**src/rtl/act_pkg.sv**
```systemverilog
// Shared types and FP16 helpers for the activation unit.
package act_pkg;

    // Per-beat activation mode, encoded as carried on the 2-bit mode field.
    typedef enum logic [1:0] {
        ACT_BYPASS = 2'd0,
        ACT_RELU   = 2'd1,
        ACT_LEAKY  = 2'd2,
        ACT_CLAMP  = 2'd3
    } act_mode_e;

    localparam int          FP16_W       = 16;
    localparam int          FP16_EXP_W   = 5;
    localparam int          FP16_MAN_W   = 10;
    localparam logic [4:0]  FP16_EXP_MAX = 5'd31;
    localparam logic [15:0] FP16_QNAN    = 16'h7E00;
    localparam logic [15:0] FP16_ZERO    = 16'h0000;

    // NaN: all-ones exponent with a non-zero mantissa.
    function automatic logic fp16_is_nan(input logic [FP16_W-1:0] x);
        return (x[FP16_W-2 -: FP16_EXP_W] == FP16_EXP_MAX) &&
               (x[FP16_MAN_W-1:0] != '0);
    endfunction

    // Sign bit, kept as a helper so lane logic reads in FP16 terms.
    function automatic logic fp16_is_neg(input logic [FP16_W-1:0] x);
        return x[FP16_W-1];
    endfunction

endpackage

```
**src/rtl/act_if.sv**
```systemverilog
// Beat handshake bundle between the drain side, the activation unit and the result buffer.
interface act_if #(
    parameter int LANES = 4
);
    logic                  in_valid;
    logic                  in_ready;
    logic [LANES*16-1:0]   in_data;
    logic [1:0]            in_mode;
    logic [15:0]           cap;
    logic                  out_valid;
    logic                  out_ready;
    logic [LANES*16-1:0]   out_data;

    // Producer/consumer side: drives input beats and the downstream ready.
    modport master (
        output in_valid,
        output in_data,
        output in_mode,
        output cap,
        output out_ready,
        input  in_ready,
        input  out_valid,
        input  out_data
    );

    // Activation unit side.
    modport slave (
        input  in_valid,
        input  in_data,
        input  in_mode,
        input  cap,
        input  out_ready,
        output in_ready,
        output out_valid,
        output out_data
    );
endinterface

```
**src/rtl/act_lane.sv**
```systemverilog
// Combinational single-lane FP16 activation with rectification flag.
module act_lane
    import act_pkg::*;
#(
    parameter int LEAK_SHIFT = 3
) (
    input  logic [15:0] x,
    input  act_mode_e   mode,
    input  logic [15:0] cap,
    output logic [15:0] z,
    output logic        rectified
);

    localparam logic [4:0] LEAK_EXP = 5'(LEAK_SHIFT);

    logic       w_neg;
    logic       w_nan;
    logic [4:0] w_exp;
    logic [4:0] w_leak_exp;

    assign w_neg      = fp16_is_neg(x);
    assign w_nan      = fp16_is_nan(x);
    assign w_exp      = x[14:10];
    // Only used when w_exp > LEAK_EXP, so it never underflows.
    assign w_leak_exp = w_exp - LEAK_EXP;

    // Select the lane result; rectified marks a zero produced from a negative input.
    always_comb begin
        z         = x;
        rectified = 1'b0;
        case (mode)
            ACT_BYPASS: begin
                z = x;
            end
            ACT_RELU: begin
                if (w_nan) begin
                    z = FP16_QNAN;
                end else if (w_neg) begin
                    z         = FP16_ZERO;
                    rectified = 1'b1;
                end
            end
            ACT_LEAKY: begin
                if (w_nan) begin
                    z = FP16_QNAN;
                end else if (w_neg) begin
                    if (w_exp == FP16_EXP_MAX) begin
                        // -inf scaled by a power of two stays -inf.
                        z = x;
                    end else if (w_exp > LEAK_EXP) begin
                        z = {1'b1, w_leak_exp, x[9:0]};
                    end else begin
                        // Would land in the subnormal range: flush to zero.
                        z         = FP16_ZERO;
                        rectified = 1'b1;
                    end
                end
            end
            ACT_CLAMP: begin
                if (w_nan) begin
                    z = FP16_QNAN;
                end else if (w_neg) begin
                    z         = FP16_ZERO;
                    rectified = 1'b1;
                end else if (x[14:0] > cap[14:0]) begin
                    // Magnitude order matches unsigned order for non-negative FP16.
                    z = cap;
                end
            end
            default: begin
                z = x;
            end
        endcase
    end

endmodule

```
**src/rtl/act_unit.sv**
```systemverilog
// Pipelined multi-lane FP16 activation unit with a saturating rectified-lane counter.
module act_unit
    import act_pkg::*;
#(
    parameter int LANES      = 4,
    parameter int LEAK_SHIFT = 3,
    parameter int CNT_W      = 32
) (
    input  logic             clk,
    input  logic             rst_n,
    act_if.slave             bus,
    input  logic             cnt_clr,
    output logic [CNT_W-1:0] rect_cnt
);

    localparam int PC_W  = $clog2(LANES + 1);
    localparam int SUM_W = ((CNT_W > PC_W) ? CNT_W : PC_W) + 1;
    localparam logic [SUM_W-1:0] CNT_MAX = SUM_W'({CNT_W{1'b1}});

    act_mode_e             w_mode;
    logic [LANES*16-1:0]   w_lane_z;
    logic [LANES-1:0]      w_lane_rect;
    logic [PC_W-1:0]       w_pop;
    logic                  w_s1_load;
    logic                  w_s2_load;
    logic                  w_out_fire;
    logic [SUM_W-1:0]      w_cnt_sum;
    logic [CNT_W-1:0]      w_cnt_sat;

    logic                  r_v1;
    logic [LANES*16-1:0]   r_d1;
    logic [PC_W-1:0]       r_pop1;
    logic                  r_v2;
    logic [LANES*16-1:0]   r_d2;
    logic [PC_W-1:0]       r_pop2;
    logic [CNT_W-1:0]      r_cnt;

    assign w_mode = act_mode_e'(bus.in_mode);

    // One combinational lane per FP16 element, all sharing the beat's mode and cap.
    generate
        for (genvar gi = 0; gi < LANES; gi++) begin : g_lane
            act_lane #(
                .LEAK_SHIFT (LEAK_SHIFT)
            ) u_lane (
                .x         (bus.in_data[16*gi +: 16]),
                .mode      (w_mode),
                .cap       (bus.cap),
                .z         (w_lane_z[16*gi +: 16]),
                .rectified (w_lane_rect[gi])
            );
        end
    endgenerate

    // Count rectified lanes of the incoming beat.
    always_comb begin
        w_pop = '0;
        for (int k = 0; k < LANES; k++) begin
            w_pop = w_pop + PC_W'(w_lane_rect[k]);
        end
    end

    // Stage advance: S2 drains when empty or accepted, S1 follows S2.
    assign w_s2_load  = !r_v2 || bus.out_ready;
    assign w_s1_load  = !r_v1 || w_s2_load;
    assign w_out_fire = r_v2 && bus.out_ready;

    // Ready is forced low during reset so nothing is taken while state is clearing.
    assign bus.in_ready = rst_n && w_s1_load;

    // S1: capture activated lanes and popcount of an accepted beat.
    always_ff @(posedge clk) begin
        if (!rst_n) begin
            r_v1   <= 1'b0;
            r_d1   <= '0;
            r_pop1 <= '0;
        end else if (w_s1_load) begin
            r_v1 <= bus.in_valid;
            if (bus.in_valid) begin
                r_d1   <= w_lane_z;
                r_pop1 <= w_pop;
            end
        end
    end

    // S2: output register, held stable while downstream stalls.
    always_ff @(posedge clk) begin
        if (!rst_n) begin
            r_v2   <= 1'b0;
            r_d2   <= '0;
            r_pop2 <= '0;
        end else if (w_s2_load) begin
            r_v2 <= r_v1;
            if (r_v1) begin
                r_d2   <= r_d1;
                r_pop2 <= r_pop1;
            end
        end
    end

    // Saturating add of the departing beat's popcount.
    assign w_cnt_sum = SUM_W'(r_cnt) + SUM_W'(r_pop2);
    assign w_cnt_sat = (w_cnt_sum > CNT_MAX) ? {CNT_W{1'b1}} : w_cnt_sum[CNT_W-1:0];

    // Rectified-lane counter; a clear overrides a coincident increment.
    always_ff @(posedge clk) begin
        if (!rst_n) begin
            r_cnt <= '0;
        end else if (cnt_clr) begin
            r_cnt <= '0;
        end else if (w_out_fire) begin
            r_cnt <= w_cnt_sat;
        end
    end

    assign bus.out_valid = r_v2;
    assign bus.out_data  = r_d2;
    assign rect_cnt      = r_cnt;

endmodule

```
**src/flat_wrapper.sv**
```systemverilog
// flat-port wrapper written by rule: the top's interface ports become plain ports
module act_unit_flat import act_pkg::*;
#(
    parameter int LANES      = 4,
    parameter int LEAK_SHIFT = 3,
    parameter int CNT_W      = 32
)
  (clk, rst_n, cnt_clr, rect_cnt, bus_in_valid, bus_in_data, bus_in_mode, bus_cap, bus_out_ready, bus_in_ready, bus_out_valid, bus_out_data);
  act_if #(.LANES(LANES)) bus_i ();
  input  logic clk;
  input  logic rst_n;
  input  logic cnt_clr;
  output logic [CNT_W-1:0] rect_cnt;
  input wire logic [$bits(bus_i.in_valid)-1:0] bus_in_valid;
  input wire logic [$bits(bus_i.in_data)-1:0] bus_in_data;
  input wire logic [$bits(bus_i.in_mode)-1:0] bus_in_mode;
  input wire logic [$bits(bus_i.cap)-1:0] bus_cap;
  input wire logic [$bits(bus_i.out_ready)-1:0] bus_out_ready;
  output wire logic [$bits(bus_i.in_ready)-1:0] bus_in_ready;
  output wire logic [$bits(bus_i.out_valid)-1:0] bus_out_valid;
  output wire logic [$bits(bus_i.out_data)-1:0] bus_out_data;
  assign bus_i.in_valid = bus_in_valid;
  assign bus_i.in_data = bus_in_data;
  assign bus_i.in_mode = bus_in_mode;
  assign bus_i.cap = bus_cap;
  assign bus_i.out_ready = bus_out_ready;
  assign bus_in_ready = bus_i.in_ready;
  assign bus_out_valid = bus_i.out_valid;
  assign bus_out_data = bus_i.out_data;
  act_unit #(.LANES(LANES), .LEAK_SHIFT(LEAK_SHIFT), .CNT_W(CNT_W)) u_core (.clk(clk), .rst_n(rst_n), .bus(bus_i), .cnt_clr(cnt_clr), .rect_cnt(rect_cnt));
endmodule
```
**config.mk**
```make
export PLATFORM = sky130hd
export DESIGN_NAME = act_unit_flat
export DESIGN_NICKNAME = d
export VERILOG_FILES = /design/src/rtl/act_pkg.sv /design/src/rtl/act_if.sv /design/src/rtl/act_lane.sv /design/src/rtl/act_unit.sv /design/src/flat_wrapper.sv
export SDC_FILE = /design/constraint.sdc
export NUM_CORES = 1
export LEC_CHECK = 0
export ABC_AREA = 1
export CORE_AREA = 8 8 180 182
export CTS_BUF_LIST = sky130_fd_sc_hd__clkbuf_4
export CTS_CLUSTER_SIZE = 14
export DETAILED_ROUTE_END_ITERATION = 8
export DIE_AREA = 0 0 188 190
export SYNTH_ARGS = -nofsm -noshare
export SYNTH_HDL_FRONTEND = slang
export SYNTH_SLANG_ARGS = --single-unit
```
**constraint.sdc**
```tcl
create_clock -name clk -period 3 [get_ports clk]
set_input_delay 0.6 -clock clk [delete_from_list [all_inputs] [get_ports clk]]
set_output_delay 0.6 -clock clk [all_outputs]
set_load 0.02 [all_outputs]
```
After elaboration in Yosys (flattened, before gate mapping). Cells that the tools add are included.

Add/subtract/negate cells: 8. Reduce and logical (&&, ||, !) cells: 19. Bitwise operators: 1. Multiplexer cells: 69. Order comparisons: 9. Equality and inequality tests: 7.

Operators by type and width (number): 2-to-1 mux 16 bit (28); case mux 16 bit (4 select lines) (4); 2-to-1 mux 15 bit (8); > comparator 15 bit (4); nonzero test 10 bit (4); adder 32 x 3 -> 33 bit (1); > comparator 33 x 32 -> 1 bit (second input constant) (1); 2-to-1 mux 32 bit (1); 2-to-1 mux 1 bit (24); equality test 5 bit (second input constant) (4); > comparator 5 x 2 -> 1 bit (second input constant) (4); subtractor 5 x 2 -> 5 bit (second input constant) (4); case mux 1 bit (2 select lines) (4); adder 3 x 1 -> 3 bit (2); logical AND 1 bit (6); equality test 2 bit (second input constant) (2); AND reduction 2 bit (2); OR reduction 2 bit (2); adder 1 x 1 -> 2 bit (1); equality test 2 x 1 -> 1 bit (second input constant) (1); logical NOT 1 bit (2); logical NOT 2 bit (1); logical OR 1 bit (2); NOT 1 bit (1).

Output and inout port bits: 98. Flip-flop bits (word level): 168. Word-level logic and storage cells: 120. Input bits: 87.

Depth between registers and ports, before layout.
Depth after elaboration: 9. Mapped depth: 17. Depth with buffers taken out: 17.

Hierarchy. From an unflattened synthesis, not the netlist that was laid out.

Cells, all modules: 1944. Area total of the unflattened synthesis: 11923.9 um2.

Modules (own cells, without submodules): act_unit (instances 1, sequential area each 3363.2 um2, area an instance 6939.2 um2, cells an instance 980); act_lane (instances 4, sequential area each 0.0 um2, area an instance 1246.2 um2, cells an instance 241).

Worst setup path after synthesis. No wires, ideal clock.

Path type: input-to-reg. Start point: input port bus_in_data[10]. End point: register u_core.r_pop1[1]. Path buffers: 0. Stages on the path: 10. Arrival: 2.537 ns. Setup slack: 0.348 ns. Data required time: 2.884 ns. Setup time: 0.116 ns. Cells stage by stage: ha_1 nand4_1 o21bai_1 nand2_1 a211oi_1 ha_1 fa_1 ha_1 o21ai_0 nor2_1.

Longest elaborated chain between the ends: 9. Elaborated cells on any way between the ends: 12. Classes of those cells: 3 x add/sub; 1 x order compare; 1 x eq/ne; 6 x mux; 1 x reduce/logical.

RTL lines: from (decl) (RTL line flat_wrapper.sv:15) `input wire logic [$bits(bus_i.in_data)-1:0] bus_in_data;`; > comparator 5 x 2 -> 1 bit (RTL line act_lane.sv:50) `end else if (w_exp > LEAK_EXP) begin`; 2-to-1 mux 1 bit (RTL line act_lane.sv:50); 2-to-1 mux 1 bit (RTL line act_lane.sv:47) `if (w_exp == FP16_EXP_MAX) begin`; 2-to-1 mux 1 bit (RTL line act_lane.sv:46) `end else if (w_neg) begin`; 2-to-1 mux 1 bit (RTL line act_lane.sv:44) `if (w_nan) begin`; case mux 1 bit (2 select lines) (*) (RTL line act_lane.sv:31) `case (mode)`; adder 1 x 1 -> 2 bit (*) (RTL line act_unit.sv:59) `w_pop = w_pop + PC_W'(w_lane_rect[k]);`; adder 3 x 1 -> 3 bit (*) (2 in a row) (RTL line act_unit.sv:59); via u_core.w_pop[1] (RTL line act_unit.sv:23) `logic [PC_W-1:0] w_pop;`; to (signal assigned) (RTL line act_unit.sv:81) `r_pop1 <= w_pop;`; to (decl) (RTL line act_unit.sv:32) `logic [PC_W-1:0] r_pop1;`.

The timed path passes the listed nets; every way through them passes the cells marked *. A chain may end at the register's enable or synchronous reset.

Final worst setup path.
Start point: input port bus_in_data[0]. End point: register u_core.r_pop1[1].

Longest elaborated chain between the ends: 7. Elaborated cells on any way between the ends: 8. Classes of those cells: 3 x add/sub; 3 x mux; 2 x reduce/logical.

RTL lines: nonzero test 10 bit (*) (RTL line act_pkg.sv:22) `(x[FP16_MAN_W-1:0] != '0);`; logical AND 1 bit (*) (RTL line act_pkg.sv:21) `return (x[FP16_W-2 -: FP16_EXP_W] == FP16_EXP_MAX) &&`; 2-to-1 mux 1 bit, on equally long branches (RTL line act_lane.sv:36, act_lane.sv:44); case mux 1 bit (2 select lines) (*) (RTL line act_lane.sv:31); adder 1 x 1 -> 2 bit (*) (RTL line act_unit.sv:59); adder 3 x 1 -> 3 bit (*) (2 in a row) (RTL line act_unit.sv:59); via u_core.w_pop[1] (RTL line act_unit.sv:23).

Marks and branches as above.

==> flow_summary.ini <==
[status]
status = completed

[setup_path]
worstSetupEndpointType = flop
crit_fanout = 2
arrival_ns = 3.28
worstSetupPathType = in2reg
timing.rr.end = u_core.rect_cnt[22]
ff2ff_setup_slack_ns = 0.40
reg2regPathDepth = 13
crit_path_start_kind = input port
r2r_start = u_core.rect_cnt[0]
setup.worst_path.end = u_core.r_pop1[1]
critPathLaunch = bus_in_data[0]
cp_data_required_time_ns = 3.52

[synthesis]
synthAdderAreaFrac_pct = 8.13
synthMuxAreaShare_pct = 0
syn_area_per_cell_um2 = 6.42
synthesis.area_mm2 = 0.0111
syn_inst = 1731
synth_top_family_by_area = simple AND/OR/NAND/NOR gates
ys_types = 45
synth-simple-area-share_pct = 34.3
synth_warnings = 0
post-synth-top-area-fraction_pct = 30.3
synth.area.top_cells = dfxtp_1 (30%), nand2_1 (16%), nor2_1 (8.2%), ha_1 (7.8%), a21oi_1 (6.8%)
synth_top_cell_by_area = dfxtp_1
synth_xor_area_share_pct = 2.52
ys_seq_area_share_pct = 30.3
synth_nets = 1889
ys_ff_latch = 168
synth_compound_area_share_pct = 16.4

[cts]
cts.htree.levels = 4
holdBufCountCts = 0
cts.clk_slew.worst_paths_ns = 0.16
cts_tree = yes
ctsRootBufferMaster = clkbuf_4
clock_latency_ns = 0.60
cts_sinks = 168
clk_path_buf_depth = 2
numCtsBuffers = 17
post_cts_buffers = 0
cts.repair.resized = 0

[die]
initial_core_util_pct = 37.8
coreArea_mm2 = 0.0294
die_h_um = 190
num_rows = 63
fp.dieW_um = 188
ioPinCount = 185
dieArea_mm2 = 0.0357

[sta]
setup_viol = 0
drv_slew = 0
finalHoldViolations = 0
slew-limit-headroom_pct = 41.3
fin_ws_ns = 0.235
rsz0062_at_grt = false
fin_skew_ns = 0.0262
fin_setup_tns_ns = 0
fin_crit_ns = 2.77
max_slew.worst_pin.slew_ns = 0.881
finalCritPeriodShare_pct = 92.2
fmax_mhz = 362

[pwr]
clock_power_share_pct = 26.2
ir_drop_mv = 0.192
p_int_mw = 3.51
p_per_area_mw_per_mm2 = 373
pwr-share-seq_pct = 45.6
comb_power_share_pct = 28.2
power_switching_mw = 1.87
leakagePower_nw = 6.56
switching_share_pct = 34.8

[detailed_routing]
drc = 0
drt_iter0_markers = 725
firstDrtPassIters = 5
routedWlPerCell_um = 16.8
ant_nets = 0
vias = 12100
drt_wl_total_mm = 40.2
vias_per_cell = 5.04

[min_path]
hold_path_class = reg2reg

[place]
pre_cts_slack_ns = -0.362
placed_cells = 2363
dpl.hpwl_mm = 31.8
port_buffers = 184
place_congestion = 0.907

[final_layout]
nets = 2150
fin_cells = 2396
fin_util_pct = 49.1
area_growth_pct = 29.9
drive_above_1_share_pct = 12.3

[global_routing]
grt_pass1_wl_mm = 63.0
grt_pass1_vias = 11600
grt-ovfl-total = 0
track_usage_pct = 22.1
grt_max_degree = 111
antenna_found_initial = 2

[flow_run]
max-cap-violations = 0
kinds of logic (layout without fill, tap and decap cells):
family          Yosys count  after routing
simple gates            890            890
other cells               0              1
fa+ha+maj                71             71
buf+inv                 233            507
xor+xnor                 32             32
flops                   168            168
compound gates          337            337
stage by stage:
stage | instance area, um^2 | hold WS, ns | power [mW]
after CTS | 14400 | 0.473 | 5.44
after floorplan | 11100 | 0.442 | 3.30
after detailed placement | 14100 | 0.453 | 4.02
after global routing | 14400 | 0.488 | 5.70
final | 14400 | 0.471 | 5.38
after global placement | 14100 | 0.451 | 4.00
critical path, stage by stage:
cell and delay [ns]:
clkdlybuf4s50_1 0.44, nor2_1 0.23, nand3_1 0.20, buf_4 0.19, o21bai_1 0.16, nand2_1 0.09, a211oi_1 0.18, ha_1 0.29
fa_1 0.39, ha_1 0.27, o21ai_0 0.17, nor2_1 0.06
synthesized netlist by cell type (all sizes together):
library cell,instances
a31oi,16
o21ai,140
nand2,496
nor3,13
a21oi,163
nor2,262
nand3,77
xnor2,6
xor2,26
clkbuf,45
nand4,30
nand3b,2
and2,1
and3,3
o21bai,4
ha,69
nor4,3
o211ai,8
or2,2
buf,21
a211oi,4
clkinv,1
fa,2
inv,166
dfxtp,168
o2111ai,1
a41oi,1
nor3b,1
power by group through the flow:
stage               Sequential [mW]  Combinational, mW  Clock, mW
floorplan                      2.56              0.745          0
global placement               2.50               1.50          0
detailed placement             2.50               1.51          0
CTS                            2.46               1.52       1.46
global route                   2.47               1.69       1.54
finish                         2.46               1.52       1.41
area by class of cell:
cell class,instances,area [um^2]
Tap cell,390,488
Multi-Input combinational cell,1330,6820
Timing Repair Buffer,308,2830
Antenna cell,1,2.50
Sequential cell,168,3360
Clock inverter,15,165
Inverter,167,629
Clock buffer,17,128
Fill cell,3031,15000
routing by layer:
metal | wire length [um] | global-route usage, % | up-vias
met5 | 0 | 0 | -
met4 | 1350 | 9.18 | 0
met3 | 2410 | 3.97 | 71
met2 | 18500 | 36.8 | 382
met1 | 18000 | 27.8 | 5476
li1 | - | - | 6145
flip-flops by register name (all words and copies together), names as in the netlist:
name	flops
u_core.rect_cnt	32
u_core.bus.out_valid	1
u_core.r_d1	64
u_core.r_pop2	3
u_core.r_pop1	3
u_core.bus.out_data	64
u_core.r_v1	1
how the worst min path moves through the flow:
stage,from,endpoint,depth (start not counted)
4_1_cts,u_core.r_d1[42],u_core.r_d1[42],2
3_5_place_dp,u_core.r_d1[42],u_core.r_d1[42],2
5_1_grt,u_core.r_d1[30],u_core.r_d1[30],2
6_report,u_core.r_d1[42],u_core.r_d1[42],2
2_1_floorplan,u_core.r_d1[10],u_core.r_d1[10],2
3_3_place_gp,u_core.r_d1[30],u_core.r_d1[30],2
layout by cell type (no fill, tap or decap), types with 26 or more instances in the layout:
cell	instances
buf_4	119
nand3_1	67
ha_1	69
nor2_1	244
a21oi_1	151
dfxtp_1	168
xor2_1	26
clkdlybuf4s50_1	183
nand2_1	477
nand4_1	29
o21ai_0	138
inv_1	142
Power figures use the tool's default switching activity.
==> variant 1 (same flow settings) <==
`CNT_W` is set to 32 in 2 places; all go to 64.
--- a/src/rtl/act_unit.sv
+++ b/src/rtl/act_unit.sv
@@ -6,3 +6,3 @@
     parameter int LEAK_SHIFT = 3,
-    parameter int CNT_W      = 32
+    parameter int CNT_W      = 64
 ) (
--- a/src/flat_wrapper.sv
+++ b/src/flat_wrapper.sv
@@ -5,3 +5,3 @@
     parameter int LEAK_SHIFT = 3,
-    parameter int CNT_W      = 32
+    parameter int CNT_W      = 64
 )
Interface: changed (resized rect_cnt); port bits go from 185 to 217. The function was not compared with the original's and may differ.
==> variant 1 against the original RTL <==
- highest routed layer unchanged
- wire length increased by 23%
- sequential cell count rose by 32
- design area increased by 20%
- clock power grew 17%
- sequential power rose by 18%
- synthesized area rose by 19%
- first-iteration DRC count rose by 88%
- power is 15% higher
- worst setup slack got worse by 9.3 ps
==> variant 1: results (changes against the original RTL) <==
- The fraction of final layout cells sized beyond drive strength 1 is 10.68% (-1.6 points).
- The detailed placement HPWL is 39.46 mm (+24%).
- The clock tree root buffer cell is sky130_fd_sc_hd__clkbuf_4.
- The most critical setup path has its startpoint at u_core.rect_cnt[0].
- The clock transition time at the flip-flop clock pins of the worst setup and hold paths was 180 ps (+20 ps).
- The wire length of the first global-routing pass is 78.73 mm (+25%).
- The flow ran to the end, and the final reports show no timing, DRC or antenna violations.
- The count of fill cells added during filler insertion is 2898 (-4.4%).
- The maximum count of clock buffers along a single path came to 2 (unchanged).
- By area the synthesized netlist is led by sky130_fd_sc_hd__dfxtp_1 30%, sky130_fd_sc_hd__nand2_1 15%, sky130_fd_sc_hd__nor2_1 8.4%, sky130_fd_sc_hd__o21ai_0 6.8%, sky130_fd_sc_hd__a21oi_1 6.7%.
- By count the netlist is led by 534 x sky130_fd_sc_hd__nand2_1, 297 x sky130_fd_sc_hd__nor2_1, 200 x sky130_fd_sc_hd__dfxtp_1, 180 x sky130_fd_sc_hd__o21ai_0, 179 x sky130_fd_sc_hd__inv_1.
- The global-route usage over all layers is 27.20% (+5.1 points).
- The largest vdd supply drop came to 0.0002549 V (+33%).
- The count of different cell masters after synthesis was 43 (-4.4%).
- The power dissipated by switching net loads came to 2.156 mW (+15%).
- The largest net degree at the start of global routing is 108 (-2.7%).
- The depth of the CTS H-tree is 4 (unchanged).
- The post-synthesis sequential area ratio is 30.26% (about the same).
- The pre-CTS setup slack came to -129.9 ps (+232.6 ps).
- The terminating pin of the worst hold path is u_core.r_d1[30].
- The weighted congestion at the end of routability-driven global placement was 1.009 (+11%).
- The biggest fanout along the worst timing path came to 26 (+24).
- The number of optimization iterations in the first detailed-route pass came to 6 (+1).
- The count of cells resized by post-cts repair is 0 (unchanged).
- The number of cells on the worst reg-to-reg path is 14 (+1).
- The cell depth of the worst hold path is 2 (unchanged).
- The flop-to-flop setup slack came to 230 ps (-170 ps).
- The worst clock skew came to 33.91 ps (+7.743 ps).
- The initial antenna violation count came to 1 (-1).
- The number of buffers inserted by port buffering was 216 (+17%).
- The worst hold path begins at u_core.r_d1[30].
- The detailed router's first-iteration violation count came to 1366 (+88%).
- The static power due to leakage was 7.629 nW (+16%).
- The synthesized netlist net count is 2258 (+20%).
- The total via count after detailed routing was 15210 (+26%).
- The setup TNS is 0 ps (unchanged).
- The critical register-to-register path endpoint is u_core.rect_cnt[52].
- The worst slew slack as a fraction of its limit came to 40.39% (-0.88 points).
- The total of warnings raised by yosys is 0 (unchanged).
- The worst min-delay path class is flip-flop to flip-flop.
- The number of buffers created by CTS was 17 (unchanged).
- The final net count was 2589 (+20%).
- The final hold slack was 471.8 ps (+1.024 ps).
- The post-CTS setup-driven buffer insertion count is 0 (unchanged).
- The routed length per instance was 17.47 um (+4.1%).
- The latest clock arrival within the worst-skew pair is 630 ps (+30 ps).
==> variant 1: layer usage <==
layer | global-route usage (%) | wire length [um] | part of all wire [%] | vias up
li1 | - | - | - | 7579
met1 | 34.61 | 21540 | 43 | 7006
met2 | 46.79 | 23580 | 48 | 530
met3 | 3.460 | 2783 | 5.6 | 97
met4 | 9.545 | 1634 | 3.3 | 0
met5 | 0 | 0 | 0 | -
==> variant 1: critical path: stages (launching register included) <==
cell and delay (ps):
sky130_fd_sc_hd__dfxtp_2 400, sky130_fd_sc_hd__ha_1 150, sky130_fd_sc_hd__inv_1 60, sky130_fd_sc_hd__fa_1 400, sky130_fd_sc_hd__inv_1 70, sky130_fd_sc_hd__nand2_1 50, sky130_fd_sc_hd__nand2_1 60, sky130_fd_sc_hd__nand2_1 140
sky130_fd_sc_hd__nor3_4 210, sky130_fd_sc_hd__nand2_2 130, sky130_fd_sc_hd__nor3_4 310, sky130_fd_sc_hd__nand3b_4 220, sky130_fd_sc_hd__nand2_4 150, sky130_fd_sc_hd__inv_4 150, sky130_fd_sc_hd__a21oi_1 180
==> variant 1: final cells by class <==
type	instances	share of cell area, %
Antenna cell	2	0.02892
Clock buffer	17	0.7376
Clock inverter	15	1.171
Inverter	189	4.115
Multi-Input combinational cell	1627	47.34
Sequential cell	200	23.15
Tap cell	390	2.820
Timing Repair Buffer	396	20.64
==> variant 1: kinds of logic (layout without fill, tap and decap cells) <==
group                      after synthesis  count (layout)  synth area share (%)
DFF                                    200             200                 30.26
AOI/OAI and AO/OA                      428             428                 17.26
and+or+nand+nor                       1068            1068                 33.74
other                                    0               2                     0
xor gates and xnor gates                60              60                 3.972
buffers and inverters                  273             617                 7.935
adders and majority gates               71              71                 6.828
==> variant 1: worst max path at each step <==
| stage | to | slack [ps] | depth (start not counted) |
|---|---|---|---|
| after floorplan | u_core.r_pop1[1] | 380 | 13 |
| after global placement | u_core.r_pop1[1] | -130 | 14 |
| after detailed placement | u_core.r_pop1[1] | -130 | 14 |
| after CTS | u_core.rect_cnt[35] | 180 | 16 |
| after global routing | u_core.rect_cnt[53] | 30 | 14 |
| final | u_core.rect_cnt[52] | 230 | 14 |
==> variant 1: stage by stage <==
step,instances,cell area [sq um]
2_1_floorplan,2100,13230
3_3_place_gp,2801,16960
3_5_place_dp,2801,16960
4_1_cts,2833,17290
5_1_grt,2835,17300
6_report,2836,17300
==> variant 1: power by group through the flow <==
stage / clock [mW] / sequential, mW / combinational (mW)
after global placement: 0 / 2.96 / 1.60
after global routing: 1.80 / 2.92 / 1.81
after CTS: 1.69 / 2.90 / 1.62
after floorplan: 0 / 3.02 / 0.764
after detailed placement: 0 / 2.96 / 1.62
final: 1.65 / 2.91 / 1.63
==> variant 2 (config.mk and constraints unchanged) <==
Made on the original files. Put one more register stage on the output `rect_cnt`, without a reset. The value now appears one clock later. The other outputs are not delayed to match.
--- a/src/rtl/act_unit.sv
+++ b/src/rtl/act_unit.sv
@@ -117,3 +117,5 @@
     assign bus.out_data  = r_d2;
-    assign rect_cnt      = r_cnt;
+    always_ff @(posedge clk) begin
+        rect_cnt <= r_cnt;
+    end
 
Formal check against the unedited RTL: not equivalent (Yosys sat finds a counterexample within 4 cycles, from zero or initial values and one cycle with rst_n low).
==> variant 2 against the original RTL <==
- synthesized area grew 3.3%
- die area unchanged
- worst setup slack improved by 4.7 ps
- maximum frequency rose by 0.17%
- highest routed layer unchanged
- power is 8.2% higher
- count of clock-buffer cells in the layout is 2 higher
- sequential cell count increased by 32
- sequential power grew 17%
- design area up 2.4%
- worst hold slack worse by 73 ps
- wire length increased by 0.41%
==> variant 2: results (changes against the original RTL) <==
- The vias per cell is 5.094 (+1.1%).
- The static power due to leakage was 6.636 nW (+1.1%).
- The number of cells on the worst reg-to-reg path came to 12 (-1).
- The clock share of power is 24.6% (-1.6 points).
- The maximum single-stage delay on the critical path is 480 ps (+40 ps).
- The detailed router's first-iteration violation count is 975 (+34%).
- The post-CTS setup-driven buffer insertion count is 0 (unchanged).
- The total internal power is 3.814 mW (+8.7%).
- For hold timing, the worst endpoint is u_core.rect_cnt[0].
- The latest clock arrival within the worst-skew pair came to 630 ps (+30 ps).
- The via count of the first global-routing pass came to 11350 (-1.9%).
- The largest vdd supply drop came to 0.0002168 V (+13%).
- The weighted congestion at the end of routability-driven global placement is 0.9748 (+7.5%).
- The largest net degree at the start of global routing is 95 (-14%).
- The first element of the critical path is bus_cap[14].
- The shortest period the worst path allows came to 2760 ps (-4.692 ps).
- The critical register-to-register path endpoint is u_core.r_cnt[28].
- The worst slew slack as a fraction of its limit is 58.90% (+18 points).
- The global-route usage over all layers was 22.18% (+0.11 points).
- In this run the critical register-to-register path is launched from u_core.r_cnt[0].
- Following the worst setup path forward leads to its endpoint at u_core.r_d1[25].
- The synthesized netlist net count is 1892 (+0.16%).
- The fraction of final layout cells sized beyond drive strength 1 is 10.65% (-1.7 points).
- The post-synthesis sequential area ratio is 34.89% (+4.6 points).
- The final hold slack is 398.1 ps (-72.67 ps).
- The count of fill cells added during filler insertion was 3034 (+0.099%).
- By area the synthesized netlist is led by sky130_fd_sc_hd__dfxtp_1 35%, sky130_fd_sc_hd__nand2_1 15%, sky130_fd_sc_hd__nor2_1 8.1%, sky130_fd_sc_hd__ha_1 7.5%, sky130_fd_sc_hd__a21oi_1 6.9%.
- The final net count was 2145 (-0.23%).
- After clock tree synthesis, the clock-pin slew on the worst setup and hold paths is 170 ps.
- The beginning of the worst hold path is u_core.r_cnt[0].
- Counting instances in the post-synthesis netlist gives the leading cell types as 471 x sky130_fd_sc_hd__nand2_1, 248 x sky130_fd_sc_hd__nor2_1, 200 x sky130_fd_sc_hd__dfxtp_1, 158 x sky130_fd_sc_hd__a21oi_1, 126 x sky130_fd_sc_hd__inv_1.
- The flop-to-flop setup slack is 600 ps (+200 ps).
- The routed length per instance was 16.88 um (+0.57%).
- The data arrival time of the critical path was 3250 ps (-30 ps).
- The pre-CTS setup slack is -326.9 ps (+35.51 ps).
- The gate family responsible for the most delay along the worst path is simple AND/OR/NAND/NOR gates.
- The run finished with clean final reports.
- The biggest fanout along the worst timing path is 6 (+4).
- The detailed placement HPWL is 31.51 mm (-0.91%).
- The wire length of the first global-routing pass is 63.42 mm (+0.66%).
- The worst clock skew is 32.47 ps (+6.297 ps).
- The cell depth of the worst hold path came to 0 (-2).
- The placement-stage cell area is 0.01450 sq mm (+2.6%).
## variant 2: cell types whose count changed after synthesis, moves of 5 or more
cell	delta
sky130_fd_sc_hd__nand3_2	-7
sky130_fd_sc_hd__inv_1	-17
sky130_fd_sc_hd__dfxtp_1	+32
sky130_fd_sc_hd__buf_1	+5
sky130_fd_sc_hd__nand2_1	-8
sky130_fd_sc_hd__a21oi_1	+7
sky130_fd_sc_hd__inv_2	+5
sky130_fd_sc_hd__nand3_1	+5
sky130_fd_sc_hd__o21ai_0	-27
sky130_fd_sc_hd__nand2_2	-10
sky130_fd_sc_hd__a21oi_2	-12
sky130_fd_sc_hd__o211ai_1	+7
sky130_fd_sc_hd__o21ai_1	+24
## variant 2: layer usage
metal	global-route usage, %	wire (um)	part of all wire [%]
met4	6.576	866	2.1
met3	3.826	2756	6.8
met2	35.12	17680	44
met1	30.48	19070	47
met5	0	0	0
## variant 2: logic make-up after synthesis
kind of cell / Yosys count / share of synthesized area, %
AOI/OAI and AO/OA: 334 / 15.29
xor gates and xnor gates: 31 / 2.366
adders and majority gates: 71 / 7.873
buffers and inverters: 228 / 7.818
DFF: 200 / 34.89
and+or+nand+nor: 870 / 31.76
## variant 2: layout make-up
class	instances	area, sq um	area share, %
repair buffers	304	2825	19.12
well taps	390	488.0	3.303
diodes	2	5.005	0.03388
multi-input cells	1306	6586	44.58
clock buffers	19	142.6	0.9654
inverters	158	593.1	4.014
flip-flops and latches	200	4004	27.10
clock inverters	13	130.1	0.8808
## variant 2: stage by stage
step / util (%) / instances / power, mW
floorplan: - / 1734 / 3.712
global placement: 49.30 / 2358 / 4.414
detailed placement: 49.30 / 2358 / 4.433
CTS: 50.23 / 2390 / 5.857
finish: 50.25 / 2392 / 5.822
global route: 50.25 / 2392 / 6.166
